### src/rtl/mem_pkg.sv
// Shared encodings for the data-memory access path: size codes, extender codes,
// error codes and the load/store unit state encoding.
package mem_pkg;

  localparam logic [1:0] SIZE_B = 2'b00;
  localparam logic [1:0] SIZE_H = 2'b01;
  localparam logic [1:0] SIZE_W = 2'b10;

  // Must stay in step with the codes decoded by mem_res_extender.
  localparam logic [2:0] EXT_NONE = 3'b000;
  localparam logic [2:0] EXT_LB   = 3'b001;
  localparam logic [2:0] EXT_LH   = 3'b010;
  localparam logic [2:0] EXT_LW   = 3'b011;
  localparam logic [2:0] EXT_LBU  = 3'b100;
  localparam logic [2:0] EXT_LHU  = 3'b101;

  localparam logic [1:0] ERR_NONE       = 2'b00;
  localparam logic [1:0] ERR_MISALIGNED = 2'b01;
  localparam logic [1:0] ERR_TIMEOUT    = 2'b10;

  typedef enum logic [1:0] {
    ST_IDLE   = 2'b00,
    ST_REQ    = 2'b01,
    ST_WAIT_R = 2'b10
  } lsu_state_e;

  // Size 11 behaves as a word, so it shares the word alignment rule.
  function automatic logic is_misaligned(input logic [1:0] size, input logic [1:0] offset);
    case (size)
      SIZE_B:  return 1'b0;
      SIZE_H:  return offset[0];
      default: return offset != 2'b00;
    endcase
  endfunction

endpackage

### src/rtl/lsu_align.sv
// Combinational lane logic: byte enables, store-data replication, load
// right-alignment and mapping of size/signedness onto the extender code.
module lsu_align
  import mem_pkg::*;
(
  input  logic [1:0]  size,
  input  logic        is_unsigned,
  input  logic [1:0]  offset,
  input  logic [31:0] wdata,
  input  logic [31:0] rdata,
  output logic [3:0]  be,
  output logic [31:0] wdata_lanes,
  output logic [31:0] rdata_aligned,
  output logic [2:0]  ext_ctrl
);

  always_comb begin
    be          = 4'b1111;
    wdata_lanes = wdata;
    ext_ctrl    = EXT_LW;
    case (size)
      SIZE_B: begin
        be          = 4'b0001 << offset;
        wdata_lanes = {4{wdata[7:0]}};
        ext_ctrl    = is_unsigned ? EXT_LBU : EXT_LB;
      end
      SIZE_H: begin
        be          = 4'b0011 << {offset[1], 1'b0};
        wdata_lanes = {2{wdata[15:0]}};
        ext_ctrl    = is_unsigned ? EXT_LHU : EXT_LH;
      end
      default: ;
    endcase
  end

  // Upper bytes are zero-filled; sign/zero extension is the extender's job.
  assign rdata_aligned = rdata >> {offset, 3'b000};

endmodule

### src/rtl/load_store_unit.sv
// MEM-stage load/store unit: alignment check, request/grant/response handshake
// to word-addressed data memory, and a watchdog that aborts unanswered accesses.
module load_store_unit
  import mem_pkg::*;
#(
  parameter int unsigned TIMEOUT = 255
) (
  input  logic        clk,
  input  logic        rst,
  input  logic        req_valid,
  output logic        req_ready,
  input  logic        req_we,
  input  logic [1:0]  req_size,
  input  logic        req_unsigned,
  input  logic [31:0] req_addr,
  input  logic [31:0] req_wdata,
  output logic        busy,
  output logic        dmem_req,
  output logic [31:0] dmem_addr,
  output logic        dmem_we,
  output logic [3:0]  dmem_be,
  output logic [31:0] dmem_wdata,
  input  logic        dmem_gnt,
  input  logic        dmem_rvalid,
  input  logic [31:0] dmem_rdata,
  output logic        res_valid,
  output logic [31:0] res_data,
  output logic [2:0]  res_ext_ctrl,
  output logic        err,
  output logic [1:0]  err_code,
  output logic [1:0]  fsm_state
);

  // Handshake: the pipeline side transfers on req_valid & req_ready (ready only
  // in IDLE); the memory side holds dmem_req and its controls until dmem_gnt,
  // then the load response arrives on dmem_rvalid (possibly the same cycle).

  localparam logic [7:0] CNT_LAST = 8'(TIMEOUT - 1);

  lsu_state_e  state;
  logic [7:0]  cnt;
  logic        op_we;
  logic [1:0]  op_size;
  logic        op_unsigned;
  logic [31:0] op_addr;
  logic [31:0] op_wdata;

  logic [3:0]  be;
  logic [31:0] wdata_lanes;
  logic [31:0] rdata_aligned;
  logic [2:0]  ext_ctrl;

  lsu_align u_align (
    .size          (op_size),
    .is_unsigned   (op_unsigned),
    .offset        (op_addr[1:0]),
    .wdata         (op_wdata),
    .rdata         (dmem_rdata),
    .be            (be),
    .wdata_lanes   (wdata_lanes),
    .rdata_aligned (rdata_aligned),
    .ext_ctrl      (ext_ctrl)
  );

  logic in_req;
  logic done_req;
  logic done_wait;

  assign in_req    = (state == ST_REQ);
  assign done_req  = dmem_gnt && (op_we || dmem_rvalid);
  assign done_wait = dmem_rvalid;

  assign req_ready  = (state == ST_IDLE);
  assign busy       = (state != ST_IDLE);
  assign fsm_state  = state;
  // Memory controls are only meaningful in REQ; forced to zero elsewhere.
  assign dmem_req   = in_req;
  assign dmem_addr  = in_req ? {op_addr[31:2], 2'b00} : 32'd0;
  assign dmem_we    = in_req & op_we;
  assign dmem_be    = in_req ? be : 4'b0000;
  assign dmem_wdata = (in_req && op_we) ? wdata_lanes : 32'd0;

  always_ff @(posedge clk or posedge rst) begin
    if (rst) begin
      state        <= ST_IDLE;
      cnt          <= 8'd0;
      op_we        <= 1'b0;
      op_size      <= SIZE_B;
      op_unsigned  <= 1'b0;
      op_addr      <= 32'd0;
      op_wdata     <= 32'd0;
      res_valid    <= 1'b0;
      res_data     <= 32'd0;
      res_ext_ctrl <= EXT_NONE;
      err          <= 1'b0;
      err_code     <= ERR_NONE;
    end else begin
      res_valid <= 1'b0;
      err       <= 1'b0;
      err_code  <= ERR_NONE;
      case (state)
        ST_IDLE: begin
          if (req_valid) begin
            if (is_misaligned(req_size, req_addr[1:0])) begin
              err      <= 1'b1;
              err_code <= ERR_MISALIGNED;
            end else begin
              op_we       <= req_we;
              op_size     <= req_size;
              op_unsigned <= req_unsigned;
              op_addr     <= req_addr;
              op_wdata    <= req_wdata;
              cnt         <= 8'd0;
              state       <= ST_REQ;
            end
          end
        end
        ST_REQ, ST_WAIT_R: begin
          // Completion is checked before the watchdog so it wins a tie.
          if ((in_req && done_req) || (!in_req && done_wait)) begin
            res_valid    <= 1'b1;
            res_data     <= op_we ? 32'd0 : rdata_aligned;
            res_ext_ctrl <= op_we ? EXT_NONE : ext_ctrl;
            state        <= ST_IDLE;
          end else if (cnt == CNT_LAST) begin
            err      <= 1'b1;
            err_code <= ERR_TIMEOUT;
            state    <= ST_IDLE;
          end else begin
            cnt <= cnt + 8'd1;
            if (in_req && dmem_gnt) state <= ST_WAIT_R;
          end
        end
        default: state <= ST_IDLE;
      endcase
    end
  end

endmodule

### config.mk
export PLATFORM = sky130hd
export DESIGN_NAME = load_store_unit
export DESIGN_NICKNAME = d
export VERILOG_FILES = /design/src/rtl/mem_pkg.sv /design/src/rtl/lsu_align.sv /design/src/rtl/load_store_unit.sv
export SDC_FILE = /design/constraint.sdc
export NUM_CORES = 1
export LEC_CHECK = 0
export ABC_CLOCK_PERIOD_IN_PS = 4500
export BUFFER_PORTS_ARGS = -buffer_cell sky130_fd_sc_hd__buf_4
export CORE_MARGIN = 5
export CORE_UTILIZATION = 47
export CTS_BUF_LIST = sky130_fd_sc_hd__clkbuf_8
export CTS_CLUSTER_DIAMETER = 40
export DETAILED_ROUTE_END_ITERATION = 8
export GPL_TIMING_DRIVEN = 0
export PLACE_DENSITY_LB_ADDON = 0.12
export SLEW_MARGIN = 10
export SYNTH_ARGS = -nofsm -noshare
export SYNTH_HDL_FRONTEND = slang
export SYNTH_HIERARCHICAL = 1
export SYNTH_SLANG_ARGS = --single-unit
### constraint.sdc
create_clock -name clk -period 4.5 [get_ports clk]
set_input_delay 0.9 -clock clk [delete_from_list [all_inputs] [get_ports clk]]
set_output_delay 0.9 -clock clk [all_outputs]
set_load 0.1 [all_outputs]
==> run_results.csv <==
group,metric,value,unit
critical_path,start_kind,"flop",
timing,worst_slew_pin_slew,0.568,ns
place,dpl_worst_slack,1.69,ns
critical_path,reg2reg_slack,2.42,ns
clocking,cts_hold_buf,0,
routing,routedWlPerCell,18.3,um
timing,tns,0,ns
routing,viasPerCell,5.21,
timing,grt_setup_unrepaired,"no",
global_routing,grt_pass1_vias,5705,
clocking,cts_inserted_buffers,17,
synth,synth_compound_area_share,8.04,%
worst_hold_path,hold_class,"in2async",
finish,fillCellCount,1132,
floorplan,ios,218,
floorplan,die_x,127,um
synth,post_synth.cell_area_avg,10.8,um2
floorplan,dieArea,0.0161,mm2
synth,yosysUniqueCellTypes,50,
routing,drc,0,
synth,synth_top_area_share,45.4,%
clocking,cts_root_buf,"clkbuf_8",
critical_path,crit_required,3.60,ns
finish,drive_gt1_share,43.8,%
critical_path,worstPathArrival,2.39,ns
finish,fin_cells,1019,
global_routing,grt_pass1_wl,29400,um
synth,synth-seq-area-share,45.4,%
timing,relSlewSlack,62.0,%
clocking,cts_setup_buffers,0,
routing,firstDrtPassIters,5,
routing,wirelength,18600,um
synth,synthCells,594,
job,drv_cap,0,
place,place_inst,987,
timing,maxSlewViolCount,0,
critical_path,max_stage_delay,0.43,ns
finish,layout_commonest_cell,"buf_4",
timing,maxClockFrequency,304,MHz
synth,synth_top_family_by_area,"multiplexers",
timing,period_needed,3.29,ns
finish,areaGrowthSynthToFinish,36.1,%
finish,diodes,0,
synth,synthSimpleGateAreaFrac,15.7,%
critical_path,crit_buf_inv,3,
timing,finalWorstSetupSlack,1.21,ns
critical_path,crit_chain,"inv_1, ha_1, clkbuf_1, and3_1, buf_4",
routing,drtIter0Drc,355,
synth,yosys.area_share.adder,1.36,%
clocking,clk_pin_slew,0.08,ns
clocking,ctsResizeCount,0,
synth,synthMuxAreaShare,21.1,%
routing,ant_nets,0,
floorplan,core_area,0.0133,mm2
synth,ys_ff_latch,117,
clocking,worstSkewPairLatency,0.43,ns
synth,ys_warn_count,6,
synth,synthTopCellsByArea,"dfrtp_1 45%, mux2_2 13%, mux2i_1 6.4%",
timing,skew,0.00736,ns
synth,syn-cell-area,0.00644,mm2
outcome,status,"finished clean",
global_routing,antenna_found_initial,0,
floorplan,die_y,127,um
timing,fin_crit_sh,73.2,%
clocking,cts_tree,"done",
synth,synth-xor-area-share,0.272,%
routing,vias,5304,
floorplan,placementRows,42,
global_routing,grt_usage,23.1,%
critical_path,end_kind,"primary output",
place,io_buffers,215,
global_routing,gr-total-overflow,0,
critical_path,crit_type,"reg2out",
clocking,numClockSinks,117,
floorplan,start_util,48.3,%
critical_path,path_delay_family,"buffers and inverters",
critical_path,slowest_stage,"dfrtp_1",
timing,hold_viol,0,
clocking,htree_levels,4,
finish,final_cell_mix,"231 x buf_4, 117 x dfrtp_1, 75 x mux2_2",
finish,nNetsFinal,942,
clocking,clk_path_buf_depth,2,
critical_path,crit_fanout,10,
global_routing,grt_max_degree,69,
place,dp_hpwl,14200,um
timing,setup_viol,0,
place,gp_congestion,0.905,
synth,synth_top_area_cell,"dfrtp_1",
registers in the layout, summed over array words and instances, names as in the netlist:
signal	cells
err_code	2
fsm_state	2
res_ext_ctrl	3
res_data	32
op_size	2
op_we	1
op_wdata	32
err	1
res_valid	1
cnt	8
op_unsigned	1
op_addr	32
cells in the mapped netlist (all sizes together):
cell	count
a31oi	3
dfrtp	117
xor2	2
conb	1
o2bb2ai	10
a211oi	1
a21boi	1
nand2b	3
buf	36
o211ai	2
nand2	12
and3	32
or4	1
or3	1
mux2	84
nor2	14
nor2b	3
mux2i	41
ha	7
o31ai	1
a21o	5
nand3b	35
a21oi	1
a31o	1
o21a	3
and2	45
o21ai	48
o2111ai	3
nor3b	1
inv	46
nand4	1
o22ai	1
nand3	6
clkbuf	15
o21bai	2
nor3	5
a221oi	1
or2	2
nand4b	1
stage by stage:
step                      hold slack, ns  util [%]  cell area [um2]
final                              0.480      65.7             8770
after global routing               0.491      65.7             8770
after CTS                          0.489      65.7             8770
after detailed placement           0.486      62.3             8310
after global placement             0.478      62.0             8280
after floorplan                    0.471         -             6450
per-layer routing:
metal	vias to the layer above	GRT usage [%]	wire, um
met5	-	0	0
met4	0	6.50	350
met3	26	8.68	1560
met2	194	39.3	9050
met1	2561	27.6	7690
li1	2523	-	-
final timing paths:
path                                           from                      end  depth (start not counted)
setup / recovery           fsm_state[1]$_DFFE_PP0P_           dmem_wdata[16]                          5
hold reg to reg             op_addr[29]$_DFFE_PP0P_  op_addr[29]$_DFFE_PP0P_                          1
min in group clk            op_addr[29]$_DFFE_PP0P_  op_addr[29]$_DFFE_PP0P_                          1
setup reg to reg           fsm_state[0]$_DFFE_PP0P_  op_wdata[0]$_DFFE_PP0P_                          7
hold / removal                                  rst   op_addr[8]$_DFFE_PP0P_                          2
max in group asynchronous                       rst  res_data[3]$_DFFE_PP0P_                          3
worst reg2reg max path: cells and delay by family, from the launching register on:
| family | cells | cell delay (ns) |
|---|---|---|
| multiplexers | 1 | 0.35 |
| adder cells (fa/ha/maj) | 1 | 0.29 |
| buffers and inverters | 3 | 0.54 |
| flip-flops | 1 | 0.43 |
| AND/OR/NAND/NOR | 2 | 0.36 |
area by class of cell:
type	instances	area [um2]	share of cell area [%]
plain buffers	51	339	3.87
clock buffers	17	234	2.67
clock inverters	15	224	2.55
inverters	46	185	2.11
multi-input cells	381	3000	34.2
flip-flops and latches	117	2930	33.4
well taps	176	220	2.51
repair buffers	216	1640	18.7
cells by family after synthesis:
family,count (synthesis)
AND/OR/NAND/NOR,162
multiplexers,125
flip-flops,117
buffers and inverters,97
AO/OA/AOI/OAI,83
adder cells (fa/ha/maj),7
XOR/XNOR,2
other,1
Power is left out: the tool's default activity adds up to more than one toggle a clock period on the data nets, which glitch-free logic cannot reach.
